### src/rtl/stream_demux_pkg.sv
// rtl/stream_demux_pkg.sv - shared types and constants for the stream demultiplexer
package stream_demux_pkg;

    typedef enum logic {
        IDLE = 1'b0,
        BUSY = 1'b1
    } demux_state_e;

    localparam int DROP_CNT_W = 16;

endpackage

### src/rtl/demux_slot.sv
// rtl/demux_slot.sv - one-entry output register for a single demux channel
module demux_slot #(
    parameter int DW = 8
) (
    input  logic          clk,
    input  logic          rst_n,
    input  logic          load,
    input  logic [DW-1:0] load_data,
    input  logic          load_last,
    output logic          valid,
    input  logic          ready,
    output logic [DW-1:0] data,
    output logic          last
);

    logic          valid_q, valid_d;
    logic [DW-1:0] data_q, data_d;
    logic          last_q, last_d;

    // A load wins over a drain so the slot can empty and refill in one cycle.
    always_comb begin
        valid_d = valid_q;
        data_d  = data_q;
        last_d  = last_q;
        if (load) begin
            valid_d = 1'b1;
            data_d  = load_data;
            last_d  = load_last;
        end else if (ready) begin
            valid_d = 1'b0;
        end
    end

    always_ff @(posedge clk or negedge rst_n) begin
        if (!rst_n) begin
            valid_q <= 1'b0;
            data_q  <= '0;
            last_q  <= 1'b0;
        end else begin
            valid_q <= valid_d;
            data_q  <= data_d;
            last_q  <= last_d;
        end
    end

    assign valid = valid_q;
    assign data  = data_q;
    assign last  = last_q;

endmodule

### src/rtl/stream_demux.sv
// rtl/stream_demux.sv - packet demultiplexer, optional drop counter via STREAM_DEMUX_DROP_CNT_EN
module stream_demux
    import stream_demux_pkg::*;
#(
    parameter  int N_CH = 4,
    parameter  int DW   = 8,
    localparam int SW   = (N_CH > 1) ? $clog2(N_CH) : 1
) (
    input  logic              clk,
    input  logic              rst_n,
    input  logic              in_valid,
    output logic              in_ready,
    input  logic [DW-1:0]     in_data,
    input  logic [SW-1:0]     in_sel,
    input  logic              in_last,
    output logic [N_CH-1:0]   out_valid,
    input  logic [N_CH-1:0]   out_ready,
    output logic [N_CH*DW-1:0] out_data,
`ifdef STREAM_DEMUX_DROP_CNT_EN
    output logic [N_CH-1:0]   out_last,
    output logic [DROP_CNT_W-1:0] drop_cnt
`else
    output logic [N_CH-1:0]   out_last
`endif
);

    localparam logic [SW:0] N_CH_L = (SW+1)'(N_CH);

    demux_state_e  state_q, state_d;
    logic [SW-1:0] sel_q, sel_d;
    logic [SW-1:0] eff_sel;
    logic          tgt_ok;
    logic          tgt_busy;
    logic          accept;
    logic [N_CH-1:0] match;
    logic [N_CH-1:0] load;

    // Mid-packet beats follow the latched select; an out-of-range select discards the packet.
    always_comb begin
        eff_sel  = (state_q == BUSY) ? sel_q : in_sel;
        tgt_ok   = ({1'b0, eff_sel} < N_CH_L);
        tgt_busy = 1'b0;
        match    = '0;
        for (int k = 0; k < N_CH; k++) begin
            if (tgt_ok && (eff_sel == SW'(k))) begin
                match[k] = 1'b1;
                tgt_busy = out_valid[k] && !out_ready[k];
            end
        end
        in_ready = !tgt_busy;
        accept   = in_valid && in_ready;
        load     = match & {N_CH{accept}};

        state_d = state_q;
        sel_d   = sel_q;
        case (state_q)
            IDLE: begin
                if (accept && !in_last) begin
                    state_d = BUSY;
                    sel_d   = in_sel;
                end
            end
            BUSY: begin
                if (accept && in_last) begin
                    state_d = IDLE;
                end
            end
        endcase
    end

    always_ff @(posedge clk or negedge rst_n) begin
        if (!rst_n) begin
            state_q <= IDLE;
            sel_q   <= '0;
        end else begin
            state_q <= state_d;
            sel_q   <= sel_d;
        end
    end

    for (genvar k = 0; k < N_CH; k++) begin : g_slot
        demux_slot #(.DW(DW)) u_slot (
            .clk       (clk),
            .rst_n     (rst_n),
            .load      (load[k]),
            .load_data (in_data),
            .load_last (in_last),
            .valid     (out_valid[k]),
            .ready     (out_ready[k]),
            .data      (out_data[k*DW +: DW]),
            .last      (out_last[k])
        );
    end

`ifdef STREAM_DEMUX_DROP_CNT_EN
    logic [DROP_CNT_W-1:0] drop_cnt_q, drop_cnt_d;

    always_comb begin
        drop_cnt_d = drop_cnt_q;
        if (accept && !tgt_ok && (drop_cnt_q != '1)) begin
            drop_cnt_d = drop_cnt_q + 1'b1;
        end
    end

    always_ff @(posedge clk or negedge rst_n) begin
        if (!rst_n) begin
            drop_cnt_q <= '0;
        end else begin
            drop_cnt_q <= drop_cnt_d;
        end
    end

    assign drop_cnt = drop_cnt_q;
`endif

endmodule
### config.mk
export PLATFORM = sky130hd
export DESIGN_NAME = stream_demux
export DESIGN_NICKNAME = d
export VERILOG_FILES = /design/src/rtl/stream_demux_pkg.sv /design/src/rtl/demux_slot.sv /design/src/rtl/stream_demux.sv
export SDC_FILE = /design/constraint.sdc
export NUM_CORES = 1
export LEC_CHECK = 0
export CORE_UTILIZATION = 41
export CTS_CLUSTER_SIZE = 8
export DETAILED_ROUTE_END_ITERATION = 10
export GPL_ROUTABILITY_DRIVEN = 1
export PLACE_DENSITY_LB_ADDON = 0.3
export SYNTH_ARGS = -nofsm -noshare
export SYNTH_HDL_FRONTEND = slang
export SYNTH_SLANG_ARGS = --single-unit
### constraint.sdc
create_clock -name clk -period 1.75 [get_ports clk]
set_clock_uncertainty 0.05 [all_clocks]
set_input_delay 0.35 -clock clk [delete_from_list [all_inputs] [get_ports clk]]
set_output_delay 0.35 -clock clk [all_outputs]
set_load 0.01 [all_outputs]
==> impl_metrics.py <==
metrics = {
    "status": {
        "status": "finished, violations left",
        "violations": "setup timing",
    },
    "placement": {
        "place_hpwl_um": 3260,
        "io_buffers": 58,
        "place.gp.congestion": 0.813,
    },
    "grt": {
        "grt_pass1_wl_um": 7090,
        "antenna_found_initial": 0,
        "grt_max_degree": 26,
        "grt_pass1_vias": 1415,
        "grt-ovfl-total": 0,
        "grt_usage_pct": 21.6,
    },
    "cells_and_area": {
        "multiInputGateArea_um2": 812,
        "register_area_um2": 1080,
        "nNetsFinal": 229,
        "area_delta_synth_final_pct": 56.7,
        "layout_commonest_cell": "clkdlybuf4s50_1",
        "layout-drive-gt1-share_pct": 37.9,
        "nFillCells": 292,
        "diodes": 0,
        "final_cell_mix": "54 x clkdlybuf4s50_1, 42 x dfrtp_1, 18 x mux2_4, 18 x buf_4, 17 x mux2_2",
        "fin_util_pct": 69.3,
    },
    "min_path": {
        "hold_path.class": "flip-flop to flip-flop",
    },
    "run": {
        "maxCapViolCount": 0,
    },
    "power": {
        "power_density_nw_per_um2": 1910,
        "p_leak_uw": 0.00129,
        "p_total_uw": 5480,
        "max-vdd-ir-drop_uv": 975,
    },
    "synthesis": {
        "synthAdderAreaFrac_pct": 0,
        "ys_warn_count": 0,
        "synth_seq_cells": 43,
        "synth_top_family_by_area": "multiplexers",
        "synth-seq-area-share_pct": 58.7,
        "synth_xor_area_share_pct": 0,
        "synthDistinctLibCells": 24,
        "synth_nets": 146,
        "yosys-mux-area-fraction_pct": 24.9,
        "synth_cells": 128,
        "synth_compound_area_share_pct": 4.23,
        "syn_area_um2": 1830,
        "syn_area_per_cell_um2": 14.3,
        "synthSimpleGateAreaFrac_pct": 7.17,
    },
    "detailed_routing": {
        "wirelength_um": 4840,
        "drc_errors": 0,
        "ant_nets": 0,
        "drt-initial-drc-count": 59,
        "detail_route.first_pass.iterations": 2,
        "vias": 1338,
        "viasPerCell": 5.13,
        "wire_per_inst_um": 18.5,
    },
    "die": {
        "die_h_um": 68.8,
        "pin_count": 59,
        "row_count": 23,
        "dieArea_um2": 4740,
        "initial_core_util_pct": 44.2,
        "die_width_um": 68.8,
        "design.core.area_um2": 4140,
    },
    "critical_path": {
        "cp_max_fo": 8,
        "startpoint_type": "flip-flop",
        "critPathKind": "flip-flop to flip-flop",
        "crit_path_end_kind": "flip-flop",
        "crit_arrival_ns": 2.12,
        "cp.required_ns": 1.87,
    },
    "clocking": {
        "clkSinkCount": 43,
        "clk-insertion-delay-late_ns": 0.29,
        "cts_tree": "built",
        "cts_made_buffers": 5,
        "cts.path.max_buffers": 2,
        "cts_root_buf": "clkbuf_8",
        "cts.clk_slew.worst_paths_ns": 0.07,
        "htreeDepth": 2,
    },
    "timing": {
        "setup_tns_ns": -6.58,
        "max_freq_mhz": 500,
        "setup_viol": 39,
        "fin_ws_ns": -0.249,
        "relSlewSlack_pct": 69.4,
        "hold-worst-slack_ns": 0.441,
        "hold_violations": 0,
        "min_period_ns": 2.00,
        "worst_pin_slew_ns": 0.460,
        "rsz0062_at_grt": "true",
        "period_share_pct": 114,
        "slew_viol_final": 0,
    },
}
-- kinds of logic (layout without fill, tap and decap cells) --
kind of cell           Yosys count  after routing
buffers and inverters           14             95
multiplexers                    41             41
flip-flops                      43             43
AO/OA/AOI/OAI                    9              9
AND/OR/NAND/NOR                 21             23
-- power by group --
| group | internal [µW] | leakage [µW] | switching, µW |
|---|---|---|---|
| combinational | 1800 | 0.000726 | 1130 |
| clock | 418 | 0.0000513 | 318 |
| sequential | 1500 | 0.000514 | 311 |
| total | 3720 | 0.00129 | 1760 |
-- critical path: stages (launching register included) --
cell and delay [ns]:
dfrtp_2 0.46, mux2i_1 0.23, mux2i_1 0.11, a221o_2 0.35
buf_4 0.19, nand3_4 0.12, mux2_2 0.36
-- cell usage after synthesis --
master | number | area share, %
nand2_1 | 7 | 1.4
a21o_1 | 2 | 0.82
nor2_2 | 2 | 0.68
o32ai_2 | 1 | 0.89
buf_4 | 8 | 3.3
a21oi_1 | 1 | 0.27
mux2_1 | 2 | 1.2
inv_1 | 4 | 0.82
nand3_4 | 2 | 1.9
a221o_2 | 1 | 0.61
nand3_1 | 2 | 0.55
nand2b_1 | 2 | 0.68
or2b_1 | 1 | 0.41
nor2_1 | 2 | 0.41
a21boi_0 | 1 | 0.41
nor2b_1 | 2 | 0.68
mux2i_1 | 4 | 2.2
buf_6 | 1 | 0.61
o21ai_0 | 1 | 0.27
o32ai_1 | 2 | 0.96
nand3b_1 | 1 | 0.41
dfrtp_1 | 43 | 59
clkbuf_1 | 1 | 0.20
mux2_2 | 35 | 22
-- final timing paths --
kind | endpoint | from | slack (ns) | cells past startpoint
worst max-delay path | g_slot[1].u_slot.data[7] | flip-flop | -0.25 | 6
worst max register to register | g_slot[1].u_slot.data[7] | flip-flop | -0.25 | 6
worst min register to register | g_slot[0].u_slot.last | g_slot[0].u_slot.last | 0.44 | 1
max in group asynchronous | async pin | rst_n | 0.66 | 3
min in group asynchronous | g_slot[2].u_slot.valid | rst_n | 0.49 | 2
worst min-delay path | g_slot[0].u_slot.last | g_slot[0].u_slot.last | 0.44 | 1
-- state kept, by name (all words and copies together), names as in the netlist, named ones only --
register and cells:
g_slot.u_slot.data 32, g_slot.u_slot.last 4, g_slot.u_slot.valid 4, sel_q 2
-- routing by layer --
| layer | up-vias | wire length (µm) | share of wire (%) | GRT usage, % |
|---|---|---|---|---|
| li1 | 614 | - | - | - |
| met1 | 668 | 1960 | 41 | 24.4 |
| met2 | 47 | 2470 | 51 | 37.3 |
| met3 | 9 | 312 | 6.5 | 7.24 |
| met4 | 0 | 87 | 1.8 | 8.42 |
| met5 | - | 0 | 0 | 0 |
-- per-stage QoR --
step | setup WS [ns] | instances | instance area [µm²]
2_1_floorplan | -0.0853 | 128 | 1840
3_3_place_gp | -0.581 | 249 | 2580
3_5_place_dp | -0.663 | 249 | 2580
4_1_cts | -0.231 | 261 | 2760
5_1_grt | -0.315 | 261 | 2870
6_report | -0.249 | 261 | 2870
-- final cells by class --
cell class	count	area share [%]
sequential	43	37.5
multi-input combinational	73	28.3
inverter	4	0.523
timing repair buffer	84	27.9
tap	50	2.18
clock buffer	6	2.53
clock inverter	1	1.05
-- timing repair --
item | in CTS | in global routing
pin swaps | 5 | 3
gates resized for setup | 15 | 26
gates cloned | 2 | 0
endpoints found under the hold margin | 18 | 0
buffers inserted | 3 | 0
hold buffers | 1 | 0
setup endpoints to repair | 40 | 40
Power figures use the tool's default switching activity.
